### src/rtl/counter_frame_pkg.sv
// Shared definitions for the frame-generating counter: FSM encoding, default sync byte
// and the byte-count helper used to size the snapshot register.
package counter_frame_pkg;

    localparam logic [1:0] S_IDLE = 2'd0;
    localparam logic [1:0] S_SEND = 2'd1;
    localparam logic [1:0] S_WAIT = 2'd2;

    typedef enum logic [1:0] {
        ST_IDLE = S_IDLE,
        ST_SEND = S_SEND,
        ST_WAIT = S_WAIT
    } state_t;

    localparam logic [7:0] DEFAULT_HEADER = 8'hA5;

    function automatic int nbytes(input int width);
        return (width + 7) / 8;
    endfunction

endpackage

### src/rtl/counter_step_unit.sv
// Combinational next-count: adds or subtracts STEP with one extra bit so the
// carry/borrow can drive either modulo wrap or saturation.
module counter_step_unit
    import counter_frame_pkg::*;
#(
    parameter int          WIDTH    = 8,
    parameter int unsigned STEP     = 1,
    parameter bit          SATURATE = 1'b0
) (
    input  logic [WIDTH-1:0] count_i,
    input  logic             dir_i,
    output logic [WIDTH-1:0] next_o
);

    localparam logic [WIDTH:0] STEP_X = {1'b0, WIDTH'(STEP)};

    logic [WIDTH:0] up_w;
    logic [WIDTH:0] dn_w;

    assign up_w = {1'b0, count_i} + STEP_X;
    assign dn_w = {1'b0, count_i} - STEP_X;

    always_comb begin
        next_o = dir_i ? up_w[WIDTH-1:0] : dn_w[WIDTH-1:0];
        // Top bit is the carry on the way up and the borrow on the way down.
        if (SATURATE) begin
            if (dir_i && up_w[WIDTH]) begin
                next_o = '1;
            end else if (!dir_i && dn_w[WIDTH]) begin
                next_o = '0;
            end
        end
    end

endmodule

### src/rtl/counter_frame_tx.sv
// Frame-generating counter: snapshots the count, advances it, and streams
// [header] data-MSB-first [xor checksum] to a UART TX over a DV/Done handshake.
module counter_frame_tx
    import counter_frame_pkg::*;
#(
    parameter int          WIDTH     = 8,
    parameter int unsigned STEP      = 1,
    parameter bit          SATURATE  = 1'b0,
    parameter bit          HEADER_EN = 1'b1,
    parameter logic [7:0]  HEADER    = DEFAULT_HEADER,
    parameter bit          CHK_EN    = 1'b1
) (
    input  logic             i_Clk,
    input  logic             i_Rst_L,
    input  logic             i_En,
    input  logic             i_Dir,
    input  logic             i_Load,
    input  logic [WIDTH-1:0] i_Load_Val,
    input  logic             i_Tx_Active,
    input  logic             i_Tx_Done,
    output logic             o_Tx_DV,
    output logic [7:0]       o_Tx_Byte,
    output logic [WIDTH-1:0] o_Count,
    output logic             o_Busy,
    output logic             o_Frame_Done,
    output logic [1:0]       o_Dbg_State
);

    // Handshake: o_Tx_DV is a one-cycle pulse issued only when i_Tx_Active was low at
    // the issuing edge; the byte is then owned by the UART until its i_Tx_Done pulse.
    localparam int NBYTES = nbytes(WIDTH);
    localparam int SNAP_W = 8 * NBYTES;
    localparam int NFRAME = NBYTES + int'(HEADER_EN) + int'(CHK_EN);
    localparam int IDX_W  = 3;
    localparam logic [IDX_W-1:0] LAST_IDX = IDX_W'(NFRAME - 1);

    state_t              state_q;
    logic [WIDTH-1:0]    count_q;
    logic [WIDTH-1:0]    count_d;
    logic [WIDTH-1:0]    step_next;
    logic [SNAP_W-1:0]   snap_q;
    logic [IDX_W-1:0]    idx_q;
    logic [7:0]          chk_q;
    logic [7:0]          tx_byte_q;
    logic                tx_dv_q;
    logic                frame_done_q;
    logic [7:0]          cur_byte;
    logic                is_hdr;
    logic                is_chk;
    logic                snap_go;

    counter_step_unit #(
        .WIDTH    (WIDTH),
        .STEP     (STEP),
        .SATURATE (SATURATE)
    ) u_step (
        .count_i (count_q),
        .dir_i   (i_Dir),
        .next_o  (step_next)
    );

    assign snap_go = (state_q == ST_IDLE) && i_En && !i_Tx_Active;

    // A load wins over the advance, but the snapshot still captures the old count.
    always_comb begin
        count_d = count_q;
        if (i_Load) begin
            count_d = i_Load_Val;
        end else if (snap_go) begin
            count_d = step_next;
        end
    end

    always_comb begin
        is_hdr   = HEADER_EN && (idx_q == '0);
        is_chk   = CHK_EN && (idx_q == LAST_IDX);
        cur_byte = snap_q[SNAP_W-1 -: 8];
        if (is_hdr) begin
            cur_byte = HEADER;
        end else if (is_chk) begin
            cur_byte = chk_q;
        end
    end

    always_ff @(posedge i_Clk or negedge i_Rst_L) begin
        if (!i_Rst_L) begin
            count_q <= '0;
        end else begin
            count_q <= count_d;
        end
    end

    always_ff @(posedge i_Clk or negedge i_Rst_L) begin
        if (!i_Rst_L) begin
            state_q      <= ST_IDLE;
            snap_q       <= '0;
            idx_q        <= '0;
            chk_q        <= '0;
            tx_dv_q      <= 1'b0;
            tx_byte_q    <= '0;
            frame_done_q <= 1'b0;
        end else begin
            tx_dv_q      <= 1'b0;
            frame_done_q <= 1'b0;
            case (state_q)
                ST_IDLE: begin
                    if (snap_go) begin
                        snap_q  <= SNAP_W'(count_q);
                        chk_q   <= '0;
                        idx_q   <= '0;
                        state_q <= ST_SEND;
                    end
                end
                ST_SEND: begin
                    if (!i_Tx_Active) begin
                        tx_dv_q   <= 1'b1;
                        tx_byte_q <= cur_byte;
                        // Data bytes leave from the top of the snapshot and feed the checksum.
                        if (!is_hdr && !is_chk) begin
                            chk_q  <= chk_q ^ cur_byte;
                            snap_q <= snap_q << 8;
                        end
                        state_q <= ST_WAIT;
                    end
                end
                ST_WAIT: begin
                    if (i_Tx_Done) begin
                        if (idx_q == LAST_IDX) begin
                            frame_done_q <= 1'b1;
                            state_q      <= ST_IDLE;
                        end else begin
                            idx_q   <= idx_q + 1'b1;
                            state_q <= ST_SEND;
                        end
                    end
                end
                default: state_q <= ST_IDLE;
            endcase
        end
    end

    assign o_Tx_DV      = tx_dv_q;
    assign o_Tx_Byte    = tx_byte_q;
    assign o_Count      = count_q;
    assign o_Busy       = (state_q != ST_IDLE);
    assign o_Frame_Done = frame_done_q;
    assign o_Dbg_State  = state_q;

endmodule

### config.mk
export PLATFORM = sky130hd
export DESIGN_NAME = counter_frame_tx
export DESIGN_NICKNAME = d
export VERILOG_FILES = /design/src/rtl/counter_frame_pkg.sv /design/src/rtl/counter_step_unit.sv /design/src/rtl/counter_frame_tx.sv
export SDC_FILE = /design/constraint.sdc
export NUM_CORES = 1
export LEC_CHECK = 0
export BUFFER_PORTS_ARGS = -buffer_cell sky130_fd_sc_hd__buf_2
export CORE_MARGIN = 4
export CORE_UTILIZATION = 55
export DETAILED_ROUTE_END_ITERATION = 8
export PLACE_DENSITY = 0.85
export SLEW_MARGIN = 25
export SYNTH_ARGS = -nofsm -noshare
export SYNTH_HDL_FRONTEND = slang
export SYNTH_SLANG_ARGS = --single-unit
### constraint.sdc
create_clock -name i_Clk -period 2.9 [get_ports i_Clk]
set_input_delay 0.145 -clock i_Clk [delete_from_list [all_inputs] [get_ports i_Clk]]
set_output_delay 0.145 -clock i_Clk [all_outputs]
set_load 0.02 [all_outputs]
==> impl_metrics.py <==
metrics = {
    "timing": {
        "finalCritPeriodShare_pct": 79.5,
        "slew_violations": 0,
        "whs_ns": 0.0611,
        "worstMarginPinSlew_ns": 0.849,
        "final.setup.tns_ns": 0,
        "hold_violations": 0,
        "period_needed_ns": 2.30,
        "fin_ws_ns": 0.595,
        "rsz0062_at_grt": "no",
        "timing.fmax_mhz": 434,
        "slew_headroom_pct": 43.4,
        "finClkSkew_ns": 0.00822,
        "finalSetupViolations": 0,
    },
    "setup_path": {
        "r2r_cells": 7,
        "cp_max_fo": 21,
        "arrival_ns": 2.49,
        "regToRegEndpoint": "chk_q[1]",
        "regToRegSetupSlack_ns": 0.60,
        "r2r_start": "idx_q[0]",
        "startpoint_type": "flop",
        "path_class": "reg2reg",
        "endpoint_kind": "flop",
        "worstPathRequired_ns": 3.09,
    },
    "global_routing": {
        "gr-usage-met2_pct": 28.0,
        "use_met1_pct": 23.4,
        "first_global_vias": 1583,
        "grt_pass1_wl_um": 7140,
        "antenna_found_initial": 0,
        "grt_start_max_net_pins": 40,
        "grt-ovfl-total": 0,
        "track_usage_pct": 17.7,
        "grt_busiest_layer": "met2",
        "use_met3_pct": 3.98,
    },
    "die": {
        "die_w_um": 70.9,
        "die_y_um": 70.9,
        "rows": 22,
        "pin_count": 36,
        "start_util_pct": 58.1,
        "dieArea_um2": 5020,
        "core_area_um2": 3740,
    },
    "min_path": {
        "hp-start": "i_Load_Val[0]",
        "hold_end": "o_Count[0]",
        "hold_depth": 3,
        "worst_hold_path_type": "in2reg",
    },
    "place": {
        "port_buffers": 35,
        "pre_cts_ws_ns": 0.617,
        "place_congestion": 0.854,
        "detailed_place_hpwl_um": 3060,
    },
    "routing": {
        "drtIter0Drc": 121,
        "wl_per_cell_um": 13.6,
        "drt-total-wl_um": 4240,
        "vias": 1759,
        "firstDrtPassIters": 4,
        "route.detailed.drc": 0,
        "ant_nets": 0,
        "vias_per_cell": 5.64,
    },
    "yosys": {
        "async_flop_share_pct": 100,
        "synth_top_area_share_pct": 44.9,
        "ys.flop_type": "dfrtp_1",
        "synthesis.area_um2": 2170,
        "yosysMostFrequentCell": "dfrtp_1",
        "yosys_warnings": 0,
        "synth_common_cells": "dfrtp_1 (39), a21oi_1 (28), nand2_1 (27)",
        "synth_top_area_cell": "dfrtp_1",
        "synth_edf_count": 0,
        "synth_seq_cells": 39,
        "yosysSeqAreaShare_pct": 44.9,
        "syn-num-nets": 258,
        "syn_avg_cell_area_um2": 9.33,
        "syn_inst": 233,
        "synthTopCellsByArea": "dfrtp_1 (45%), a21oi_1 (6.4%), ha_1 (5.2%), nand2_1 (4.7%), o21ai_0 (4.6%)",
        "yosysUniqueCellTypes": 41,
    },
    "power_and_ir_drop": {
        "finalPower_mw": 2.23,
        "ir_drop_mv": 0.392,
        "switching_share_pct": 40.9,
        "switchingPower_uw": 915,
        "seq_power_share_pct": 41.0,
        "p_per_area_nw_per_um2": 907,
        "comb_power_share_pct": 41.2,
        "p_int_mw": 1.32,
        "p_leak_nw": 1.17,
        "p_clk_share_pct": 17.8,
    },
    "clock_tree": {
        "cts_setup_buffers": 0,
        "cts_buffers": 5,
        "cts_tree": "done",
        "ctsHoldBuffers": 1,
        "insertion_delay_ns": 0.29,
        "cts_root_buf": "clkbuf_8",
        "ctsResizeCount": 0,
        "path_clk_slew_ns": 0.07,
        "numClockSinks": 39,
        "clock_path_buffers": 2,
        "htree_levels": 2,
    },
    "final_layout": {
        "nets": 288,
        "area_delta_synth_final_pct": 13.3,
        "antennaDiodeCount": 0,
        "n_fill_cell": 325,
        "final_layout_size_suffix_gt1_share_pct": 20.1,
    },
    "status": {
        "run_status": "completed",
    },
    "job": {
        "maxCapViolCount": 0,
    },
}
through the flow:
stage | instance area, um2 | cells | utilization [%]
after floorplan | 2170 | 233 | -
after global placement | 2350 | 303 | 62.8
after detailed placement | 2350 | 303 | 62.8
after CTS | 2460 | 312 | 65.8
after global routing | 2460 | 312 | 65.8
final | 2460 | 312 | 65.8
cell families after synthesis:
family	share of synthesized area [%]
adder cells (fa/ha/maj)	6.10
AND/OR/NAND/NOR	18.2
flip-flops	44.9
buffers and inverters	4.83
AO/OA/AOI/OAI	23.9
XOR/XNOR	1.61
multiplexers	0.460
registers in the layout, summed over array words and instances, names as in the netlist:
register / cells
chk_q: 8
o_Count: 8
o_Tx_Byte: 8
snap_q: 8
idx_q: 3
o_Dbg_State: 2
o_Frame_Done: 1
o_Tx_DV: 1
cell type report:
type	instances	area [um2]	share of cell area, %
Multi-Input combinational cell	171	1100	44.6
Timing Repair Buffer	37	193	7.82
Clock inverter	1	7.51	0.305
Sequential cell	39	976	39.6
Inverter	9	33.8	1.37
Tap cell	48	60.1	2.44
Clock buffer	7	96.3	3.91
layout by cell type, fill, tap and decap left out, types with 2 or more instances in the layout:
cell / n
dfrtp_1: 39
buf_2: 35
a21oi_1: 28
nand2_1: 27
o21ai_0: 20
nor2_1: 17
inv_1: 9
ha_1: 9
a22o_1: 8
nor3b_1: 7
clkbuf_8: 7
nand3_1: 6
o311ai_1: 4
o41ai_2: 4
a21o_1: 3
or3b_1: 3
nand2b_1: 2
a211o_1: 2
and2b_1: 2
or3_1: 2
xnor2_1: 2
o31ai_1: 2
a211oi_1: 2
a31oi_1: 2
o22ai_1: 2
nor4_1: 2
xor2_1: 2
worst max path at each step:
stage / to / cells after the start / startpoint / slack (ns)
floorplan: chk_q[5] / 10 / idx_q[0] / 1.04
global placement: chk_q[1] / 7 / idx_q[0] / 0.67
detailed placement: chk_q[1] / 7 / idx_q[0] / 0.62
CTS: chk_q[1] / 7 / idx_q[0] / 0.59
global route: chk_q[3] / 7 / idx_q[0] / 0.41
finish: chk_q[1] / 7 / idx_q[0] / 0.60
layer usage:
metal / wire length [um] / up-vias
li1: - / 900
met3: 198 / 7
met4: 77 / 0
met1: 2030 / 809
met5: 0 / -
met2: 1940 / 43
critical path: stages, from the launching register on:
cell and delay [ns]:
dfrtp_1 0.35, inv_1 0.09, ha_1 0.22, nand2b_1 0.24, nand3_2 0.10, a211o_1 0.54, or3_4 0.45, o41ai_2 0.20
power by group through the flow:
stage	registers, mW	logic (mW)	clock network, mW
global placement	0.913	0.898	0
finish	0.916	0.921	0.398
floorplan	0.971	0.639	0
CTS	0.916	0.928	0.412
detailed placement	0.926	0.921	0
global route	0.945	1.03	0.440
Power figures use the tool's default switching activity.
